$ cat config.mk
export PLATFORM = sky130hd
export DESIGN_NAME = demux_serial_dispatch_flat
export DESIGN_NICKNAME = d
export VERILOG_FILES = /design/src/rtl/demux_serial_dispatch_if.sv /design/src/rtl/demux_serial_dispatch.sv /design/src/flat_wrapper.sv
export SDC_FILE = /design/constraint.sdc
export NUM_CORES = 1
export LEC_CHECK = 0
export BUFFER_PORTS_ARGS = -buffer_cell sky130_fd_sc_hd__buf_2
export CAP_MARGIN = 20
export CORE_MARGIN = 2
export CORE_UTILIZATION = 35
export DETAILED_ROUTE_END_ITERATION = 6
export GPL_TIMING_DRIVEN = 0
export SYNTH_ARGS = -nofsm -noshare
export SYNTH_HDL_FRONTEND = slang
export SYNTH_SLANG_ARGS = --single-unit
$ cat constraint.sdc
create_clock -name clk -period 1.7 [get_ports clk]
set_input_delay 0.17 -clock clk [delete_from_list [all_inputs] [get_ports clk]]
set_output_delay 0.17 -clock clk [all_outputs]
set_load 0.005 [all_outputs]
$ cat src/rtl/demux_serial_dispatch_if.sv
// -----------------------------------------------------------------------------
// demux_serial_dispatch_if
//
// Purpose : groups the upstream valid/ready word interface and the serial
//           demux-facing outputs of demux_serial_dispatch into one bundle.
//
// Signals :
//   in_valid  upstream -> block  word and channel are presented
//   in_ready  block -> upstream  block can accept (IDLE and out of reset)
//   in_data   upstream -> block  payload word, DATA_W bits
//   in_chan   upstream -> block  destination demux channel, 0..3
//   a         block -> demux     serial data, LSB first
//   s         block -> demux     channel select, stable for a whole frame
//   busy      block -> observer  high whenever a frame is in progress
//   done      block -> observer  one-cycle pulse on the last bit of a frame
//   frame_cnt block -> observer  completed-frame counter, wraps at 256
//
// Modports:
//   master  the upstream feeder / testbench side
//   slave   the demux_serial_dispatch side
// -----------------------------------------------------------------------------
interface demux_serial_dispatch_if #(
  parameter int DATA_W = 8
);
  logic              in_valid;
  logic              in_ready;
  logic [DATA_W-1:0] in_data;
  logic [1:0]        in_chan;
  logic              a;
  logic [1:0]        s;
  logic              busy;
  logic              done;
  logic [7:0]        frame_cnt;

  modport master (
    output in_valid, in_data, in_chan,
    input  in_ready, a, s, busy, done, frame_cnt
  );

  modport slave (
    input  in_valid, in_data, in_chan,
    output in_ready, a, s, busy, done, frame_cnt
  );
endinterface

$ cat src/rtl/demux_serial_dispatch.sv
// -----------------------------------------------------------------------------
// demux_serial_dispatch
//
// Purpose : upstream feeder for a 1-to-4 demultiplexer. Takes a parallel word
//           and a 2-bit channel over valid/ready, shifts the word out LSB
//           first on `a` while holding `s` at the captured channel, then
//           idles one GAP cycle with `a` low before accepting the next word.
//           Signals frame completion with `done` and counts frames.
//
// Parameters:
//   DATA_W   payload width, 2..32 (default 8); must match the interface.
//
// Ports:
//   clk      single clock, rising edge
//   rst_n    synchronous active-low reset
//   bus      demux_serial_dispatch_if.slave (see the interface header)
//
// Build option:
//   DEMUX_DISPATCH_PARITY_EN  when defined, an even-parity bit (XOR of the
//                             payload) follows the data bits in a PAR cycle,
//                             and `done` moves onto that parity cycle.
//                             Frame period becomes DATA_W+3 instead of
//                             DATA_W+2.
//
// Frame timing (accept edge E0):
//   cycle E0+1+k : payload bit k on `a`, channel on `s`
//   [parity]     : E0+1+DATA_W when compiled in
//   GAP          : cycle after the last bit, `a`=0
//   IDLE         : in_ready high again
// -----------------------------------------------------------------------------
module demux_serial_dispatch #(
  parameter int DATA_W = 8
) (
  input  logic                    clk,
  input  logic                    rst_n,
  demux_serial_dispatch_if.slave  bus
);

  // Wide enough to hold the count DATA_W itself.
  localparam int IDX_W = $clog2(DATA_W + 1);

  localparam logic [1:0] ST_IDLE  = 2'd0;
  localparam logic [1:0] ST_SHIFT = 2'd1;
`ifdef DEMUX_DISPATCH_PARITY_EN
  localparam logic [1:0] ST_PAR   = 2'd2;
`endif
  localparam logic [1:0] ST_GAP   = 2'd3;

  // r_idx counts bits already placed on `a`, including the one showing now.
  localparam logic [IDX_W-1:0] LAST_IDX    = IDX_W'(DATA_W);
  localparam logic [IDX_W-1:0] LAST_IDX_M1 = IDX_W'(DATA_W - 1);

  logic [1:0]        r_state;
  logic [DATA_W-1:0] r_shift;
  logic [IDX_W-1:0]  r_idx;
  logic              r_a;
  logic [1:0]        r_s;
  logic              r_done;
  logic [7:0]        r_frame_cnt;
`ifdef DEMUX_DISPATCH_PARITY_EN
  logic              r_parity;
`endif

  logic              w_accept;

  // in_ready is gated by rst_n so a request on a reset edge is never taken.
  assign bus.in_ready  = (r_state == ST_IDLE) && rst_n;
  assign w_accept      = bus.in_valid && bus.in_ready;

  assign bus.a         = r_a;
  assign bus.s         = r_s;
  assign bus.busy      = (r_state != ST_IDLE);
  assign bus.done      = r_done;
  assign bus.frame_cnt = r_frame_cnt;

  // NOTE: all state below updates with non-blocking assignments so every
  // register samples the pre-edge values of its neighbours; blocking
  // assignments here would make e.g. r_a see the already-shifted r_shift.
  always_ff @(posedge clk) begin
    if (!rst_n) begin
      r_state     <= ST_IDLE;
      // NOTE: the shift register is a plain datapath register, not a memory
      // array, so clearing it costs nothing and keeps the post-reset state
      // fully defined.
      r_shift     <= '0;
      r_idx       <= '0;
      r_a         <= 1'b0;
      r_s         <= 2'd0;
      r_done      <= 1'b0;
      r_frame_cnt <= 8'd0;
`ifdef DEMUX_DISPATCH_PARITY_EN
      r_parity    <= 1'b0;
`endif
    end else begin
      // The counter steps at the edge that closes the cycle `done` was high.
      if (r_done) begin
        r_frame_cnt <= r_frame_cnt + 8'd1;
      end

      case (r_state)
        ST_IDLE: begin
          r_a    <= 1'b0;
          r_done <= 1'b0;
          if (w_accept) begin
            // Bit 0 goes straight onto `a` so it shows in cycle E0+1; the
            // register keeps the remaining bits.
            r_a     <= bus.in_data[0];
            r_shift <= bus.in_data >> 1;
            r_s     <= bus.in_chan;
            r_idx   <= IDX_W'(1);
`ifdef DEMUX_DISPATCH_PARITY_EN
            r_parity <= ^bus.in_data;
`endif
            r_state <= ST_SHIFT;
          end
        end

        ST_SHIFT: begin
          if (r_idx != LAST_IDX) begin
            r_a     <= r_shift[0];
            r_shift <= r_shift >> 1;
            r_idx   <= r_idx + 1'b1;
`ifdef DEMUX_DISPATCH_PARITY_EN
            r_done  <= 1'b0;
`else
            // The bit being loaded now is the last one of the frame.
            r_done  <= (r_idx == LAST_IDX_M1);
`endif
          end else begin
            // The last payload bit is on `a` during this cycle.
`ifdef DEMUX_DISPATCH_PARITY_EN
            r_a     <= r_parity;
            r_done  <= 1'b1;
            r_state <= ST_PAR;
`else
            r_a     <= 1'b0;
            r_done  <= 1'b0;
            r_state <= ST_GAP;
`endif
          end
        end

`ifdef DEMUX_DISPATCH_PARITY_EN
        ST_PAR: begin
          r_a     <= 1'b0;
          r_done  <= 1'b0;
          r_state <= ST_GAP;
        end
`endif

        ST_GAP: begin
          r_a     <= 1'b0;
          r_done  <= 1'b0;
          r_idx   <= '0;
          r_state <= ST_IDLE;
        end

        default: begin
          // Unused encoding: fall back to a quiet IDLE.
          r_a     <= 1'b0;
          r_done  <= 1'b0;
          r_state <= ST_IDLE;
        end
      endcase
    end
  end

endmodule

$ cat src/flat_wrapper.sv
// flat-port wrapper written by rule: the top's interface ports become plain ports
module demux_serial_dispatch_flat 
#(
  parameter int DATA_W = 8
)
  (clk, rst_n, bus_in_valid, bus_in_data, bus_in_chan, bus_in_ready, bus_a, bus_s, bus_busy, bus_done, bus_frame_cnt);
  demux_serial_dispatch_if #(.DATA_W(DATA_W)) bus_i ();
  input  logic clk;
  input  logic rst_n;
  input wire logic [$bits(bus_i.in_valid)-1:0] bus_in_valid;
  input wire logic [$bits(bus_i.in_data)-1:0] bus_in_data;
  input wire logic [$bits(bus_i.in_chan)-1:0] bus_in_chan;
  output wire logic [$bits(bus_i.in_ready)-1:0] bus_in_ready;
  output wire logic [$bits(bus_i.a)-1:0] bus_a;
  output wire logic [$bits(bus_i.s)-1:0] bus_s;
  output wire logic [$bits(bus_i.busy)-1:0] bus_busy;
  output wire logic [$bits(bus_i.done)-1:0] bus_done;
  output wire logic [$bits(bus_i.frame_cnt)-1:0] bus_frame_cnt;
  assign bus_i.in_valid = bus_in_valid;
  assign bus_i.in_data = bus_in_data;
  assign bus_i.in_chan = bus_in_chan;
  assign bus_in_ready = bus_i.in_ready;
  assign bus_a = bus_i.a;
  assign bus_s = bus_i.s;
  assign bus_busy = bus_i.busy;
  assign bus_done = bus_i.done;
  assign bus_frame_cnt = bus_i.frame_cnt;
  demux_serial_dispatch #(.DATA_W(DATA_W)) u_core (.clk(clk), .rst_n(rst_n), .bus(bus_i));
endmodule
**After elaboration in Yosys (flattened, before gate mapping)**

Cells that the tools add are included.

- Register bits after elaboration: 26
- Latch bits: 0
- Bits in writable memories: 0
- ROM bits: 0
- Bits of input ports: 13
- Output and inout port bits: 14
- Logic and storage cells: 39
- Memories kept: 0

- $add $sub $neg: 2
- Multiply operators: 0
- Div/mod/pow operators: 0
- $lt $le $gt $ge: 0
- Eq/ne operators: 7
- Shift-type cells: 0
- Mux-type cells: 12
- Bitwise logic cells: 0
- Reductions and logical operators: 11

Operators by type and width:

| kind | count |
|---|---|
| $mux W8 | 2 |
| $pmux W8 S2 | 1 |
| $pmux W4 S3 | 1 |
| $reduce_and A3 Y1 | 3 |
| $add A8 B1 Y8 const B | 1 |
| $mux W4 | 2 |
| $add A4 B1 Y4 const B | 1 |
| $eq A4 B3 Y1 const B | 1 |
| $mux W2 | 2 |
| $ne A2 B1 Y1 const B | 2 |
| $ne A4 B4 Y1 const B | 1 |
| $pmux W2 S2 | 1 |
| $reduce_and A2 Y1 | 2 |
| $reduce_bool A2 Y1 | 2 |
| $reduce_bool A3 Y1 | 1 |
| $eq A2 B1 Y1 const B | 1 |
| $eq A2 B2 Y1 const B | 1 |
| $logic_and A1 B1 Y1 | 2 |
| $logic_not A2 Y1 | 1 |
| $mux W1 | 2 |
| $ne A2 B2 Y1 const B | 1 |
| $pmux W1 S2 | 1 |

**Logic depth before layout (Yosys ltp)**

- Depth after elaboration: 5
- Mapped depth: 6
- Gate-level depth less buffers: 5

**Worst setup path before layout**

No wires, ideal clock.

- Path type: register -> register
- From: reg u_core.r_idx[0]
- To: reg u_core.r_shift[0]
- Setup time: 88 ps
- Arrival: 1205 ps
- Data required time: 1612 ps
- Slack: 407 ps
- Cell stages (with the launch flop): 7
- Buffers on the path: 1
- Period minus slack after synthesis: 1293 ps
- Path through: dfxtp_1 inv_1 ha_1 nand4b_2 and2_4 buf_6 a311oi_2

- Longest elaborated chain between the ends: 3

Ends and longest elaborated chain:

| item | line | source |
|---|---|---|
| from (decl) | demux_serial_dispatch.sv:55 | `logic [IDX_W-1:0] r_idx;` |
| from (signal assigned) | demux_serial_dispatch.sv:122 | `r_idx <= r_idx + 1'b1;` |
| $ne A4 B4 Y1 | demux_serial_dispatch.sv:119 | `if (r_idx != LAST_IDX) begin` |
| $ne A2 B1 Y1 (no line) | -- |  |
| $reduce_and A3 Y1 (no line) | -- |  |
| to (signal assigned) | demux_serial_dispatch.sv:108 | `r_shift <= bus.in_data >> 1;` |
| to (signal assigned) | demux_serial_dispatch.sv:121 | `r_shift <= r_shift >> 1;` |
| to (decl) | demux_serial_dispatch.sv:54 | `logic [DATA_W-1:0] r_shift;` |

No other way between the ends.
A chain may end at the register's enable or synchronous reset.

**Worst setup path in the final report**

- From: reg u_core.r_idx[0]
- To: reg u_core.r_shift[2]

Same word-level chain as after synthesis.

==> results.cfg <==
[sta]
fin_crit_sh = 0.8805
finalHoldViolCount = 0
fin_worst_skew_ns = 0.004784
tightestPinTransition_ns = 0.6377
setup_viol = 0
timing.setup.tns_ns = 0
period_minus_slack_ns = 1.497
clock.fmax_mhz = 668.1
slew_headroom = 0.5748
maxSlewViolCount = 0
rsz0062_at_grt = no

[hold_path]
hold_path_depth = 3
hp-class = input pin to flip-flop
worst_hold_startpoint = bus_in_data[0]
whs_endpoint = u_core.bus.a

[critical_path]
slowest_stage = dfxtp_1
end_kind = flip-flop
path_buf_inv = 2
cp_cell_sequence = inv_1, ha_1, nand4b_2, and2_4, buf_6, a311oi_2
path_max_fanout = 8
crit_type = flip-flop to flip-flop
reg2reg_to = u_core.r_shift[2]
crit_required_ns = 1.93
worst-r2r-cell-count = 6
worst_ep_arrival_time_ns = 1.73
ff2ff_setup_slack_ns = 0.20
worstReg2RegStart = u_core.r_idx[0]
start_kind = flip-flop
slowest_delay_ns = 0.35
critical-path-top-delay-family = simple AND/OR/NAND/NOR gates

[clocking]
cts_root_buf = clkbuf_4
cts_buffers = 3
clock_sinks = 25
hold_buffers = 0
htreeDepth = 1
cts_tree = yes
cts-resized-gates = 0
insertion_delay_ns = 0.31
cts.path.max_buffers = 2
post_cts_buffers = 0
clk_pin_slew_ns = 0.13

[layout]
final_cell_area_sq_um = 1423
fillerInstances = 379
n_antenna_cell = 0
syn_to_final_growth_pct = 17.70
final_common_cell = buf_2
nets = 179
final_cell_mix = buf_2 (27), dfxtp_1 (25), nand2_1 (16)
utilization = 0.4263
drive_above_1_share = 0.2716

[detailed_routing]
drt-initial-drc-count = 24
wl_per_cell_microns = 12.11
drt_wl_total_microns = 2518
drc = 0
vias = 1052
detail-route-antenna-nets = 0
dr.pass1.iters = 4
avgViaCountPerCell = 5.058

[placed_design]
place_area_sq_um = 1396
port_buffers = 26
gp_congestion = 0.8250
hpwlAfterDp_microns = 1897

[yosys]
synth.avg_cell_area_sq_um = 9.157
syn_area_sq_um = 1209
synth_xor_area_frac = 0.02899
synth_mux_area_frac = 0.02484
yosysUniqueCellTypes = 38
synth_top_family_by_area = simple AND/OR/NAND/NOR gates
ys_seq_area_frac = 0.4141
ys_warn_count = 0
synth_compound_area_frac = 0.1967
synth-simple-area-share = 0.2412
synth_area_leader_cell = dfxtp_1
ys_ff_latch = 25
synth.top_cell.area_share = 0.4141
synthCells = 132
syn-num-nets = 148
synth.area.top_cells = dfxtp_1 (41%), a311oi_2 (7.5%), nand2_1 (5.0%)
synthAdderAreaFrac = 0.03106

[global_route]
grt_max_degree = 14
grt.overflow.total = 0
grt_pass1_vias = 983
grt_pass1_wl_microns = 4229
track_usage = 0.1325
antenna_found_initial = 0

[power_and_ir_drop]
p_leak_nw = 0.5817
ir_drop_mv = 0.3450
power.total_w = 0.001040
p_per_area_nw_per_um2 = 731.3

[floorplan]
initial_core_util = 0.3622
dieArea_sq_um = 3939
core_sq_um = 3337
io_pins = 27
num_rows = 21
die_height_microns = 62.77
fp.dieW_microns = 62.77

[flow_run]
max-cap-violations = 0

[outcome]
status = complete, no violations
## how the worst max path moves through the flow
stage | start | endpoint | cells past startpoint
after floorplan | u_core.r_idx[0] | u_core.r_shift[0] | 6
final | u_core.r_idx[0] | u_core.r_shift[2] | 6
after global placement | u_core.r_idx[0] | u_core.r_shift[2] | 6
after detailed placement | u_core.r_idx[0] | u_core.r_shift[2] | 6
after global routing | u_core.r_idx[0] | u_core.r_shift[2] | 6
after CTS | u_core.r_idx[0] | u_core.r_shift[3] | 6
## metal layers
metal | global-route usage | wire, microns
met3 | 0.02342 | 118
met4 | 0.04167 | 12
met5 | 0 | 0
met2 | 0.2500 | 1242
met1 | 0.1498 | 1145
## worst register-to-register path, stage by stage, from the launching register on
cell and delay, ns:
dfxtp_1 0.35, inv_1 0.10, ha_1 0.19, nand4b_2 0.23
and2_4 0.22, buf_6 0.13, a311oi_2 0.19
## cells in the mapped netlist, drive strengths merged
cell     count
a311oi       6
and2         2
ha           3
nand2       16
a21oi        9
nor2b        1
a32oi        1
and2b        1
nand4        3
o32ai        1
o21ai        2
xnor2        1
xor2         3
o21a         2
or2          1
a31oi        3
nand4b       2
inv          5
nand3b       3
a21boi       1
o31ai        2
or4          1
buf          5
nor2        12
nor3         1
nand2b       2
nor3b        1
a2bb2oi      1
o21ba        1
mux2i        3
dfxtp       25
clkbuf       3
nand3        6
or3          3
## cells by family (layout without fill, tap and decap cells)
logic type | count (synthesis) | after routing
DFF | 25 | 25
and+or+nand+nor | 55 | 55
buffers and inverters | 13 | 43
AOI/OAI and AO/OA | 29 | 29
adders and majority gates | 3 | 3
xor gates and xnor gates | 4 | 4
muxes | 3 | 3
## sequential cells by signal (all words and copies together) (netlist names)
signal / flops
u_core.r_state: 2
u_core.r_shift: 7
u_core.bus.frame_cnt: 8
u_core.bus.s: 2
u_core.r_idx: 4
u_core.bus.a: 1
u_core.bus.done: 1
## final cells by class
| class | instances | area, sq um | area share |
|---|---|---|---|
| Sequential cell | 25 | 500.5 | 0.3518 |
| Tap cell | 46 | 57.56 | 0.04046 |
| Timing Repair Buffer | 26 | 130.1 | 0.09147 |
| Clock buffer | 4 | 26.28 | 0.01847 |
| Buffer | 8 | 57.56 | 0.04046 |
| Multi-Input combinational cell | 94 | 631.9 | 0.4442 |
| Inverter | 5 | 18.77 | 0.01319 |
## power by group
group | leakage (nW) | switching [W] | internal, W | total (W)
registers | 0.204 | 0.0000134 | 0.000611 | 0.000624
logic | 0.363 | 0.0000831 | 0.0000728 | 0.000156
clock network | 0.0150 | 0.000168 | 0.0000917 | 0.000260
## stage by stage
step | instances | hold slack [ns] | worst slack, ns
4_1_cts | 208 | 0.07531 | 0.2019
3_5_place_dp | 204 | 0.4208 | 0.2306
6_report | 208 | 0.09250 | 0.2032
2_1_floorplan | 132 | 0.2876 | 0.4071
5_1_grt | 208 | 0.08159 | 0.05576
3_3_place_gp | 204 | 0.4089 | 0.2449
Power figures use the tool's default switching activity.
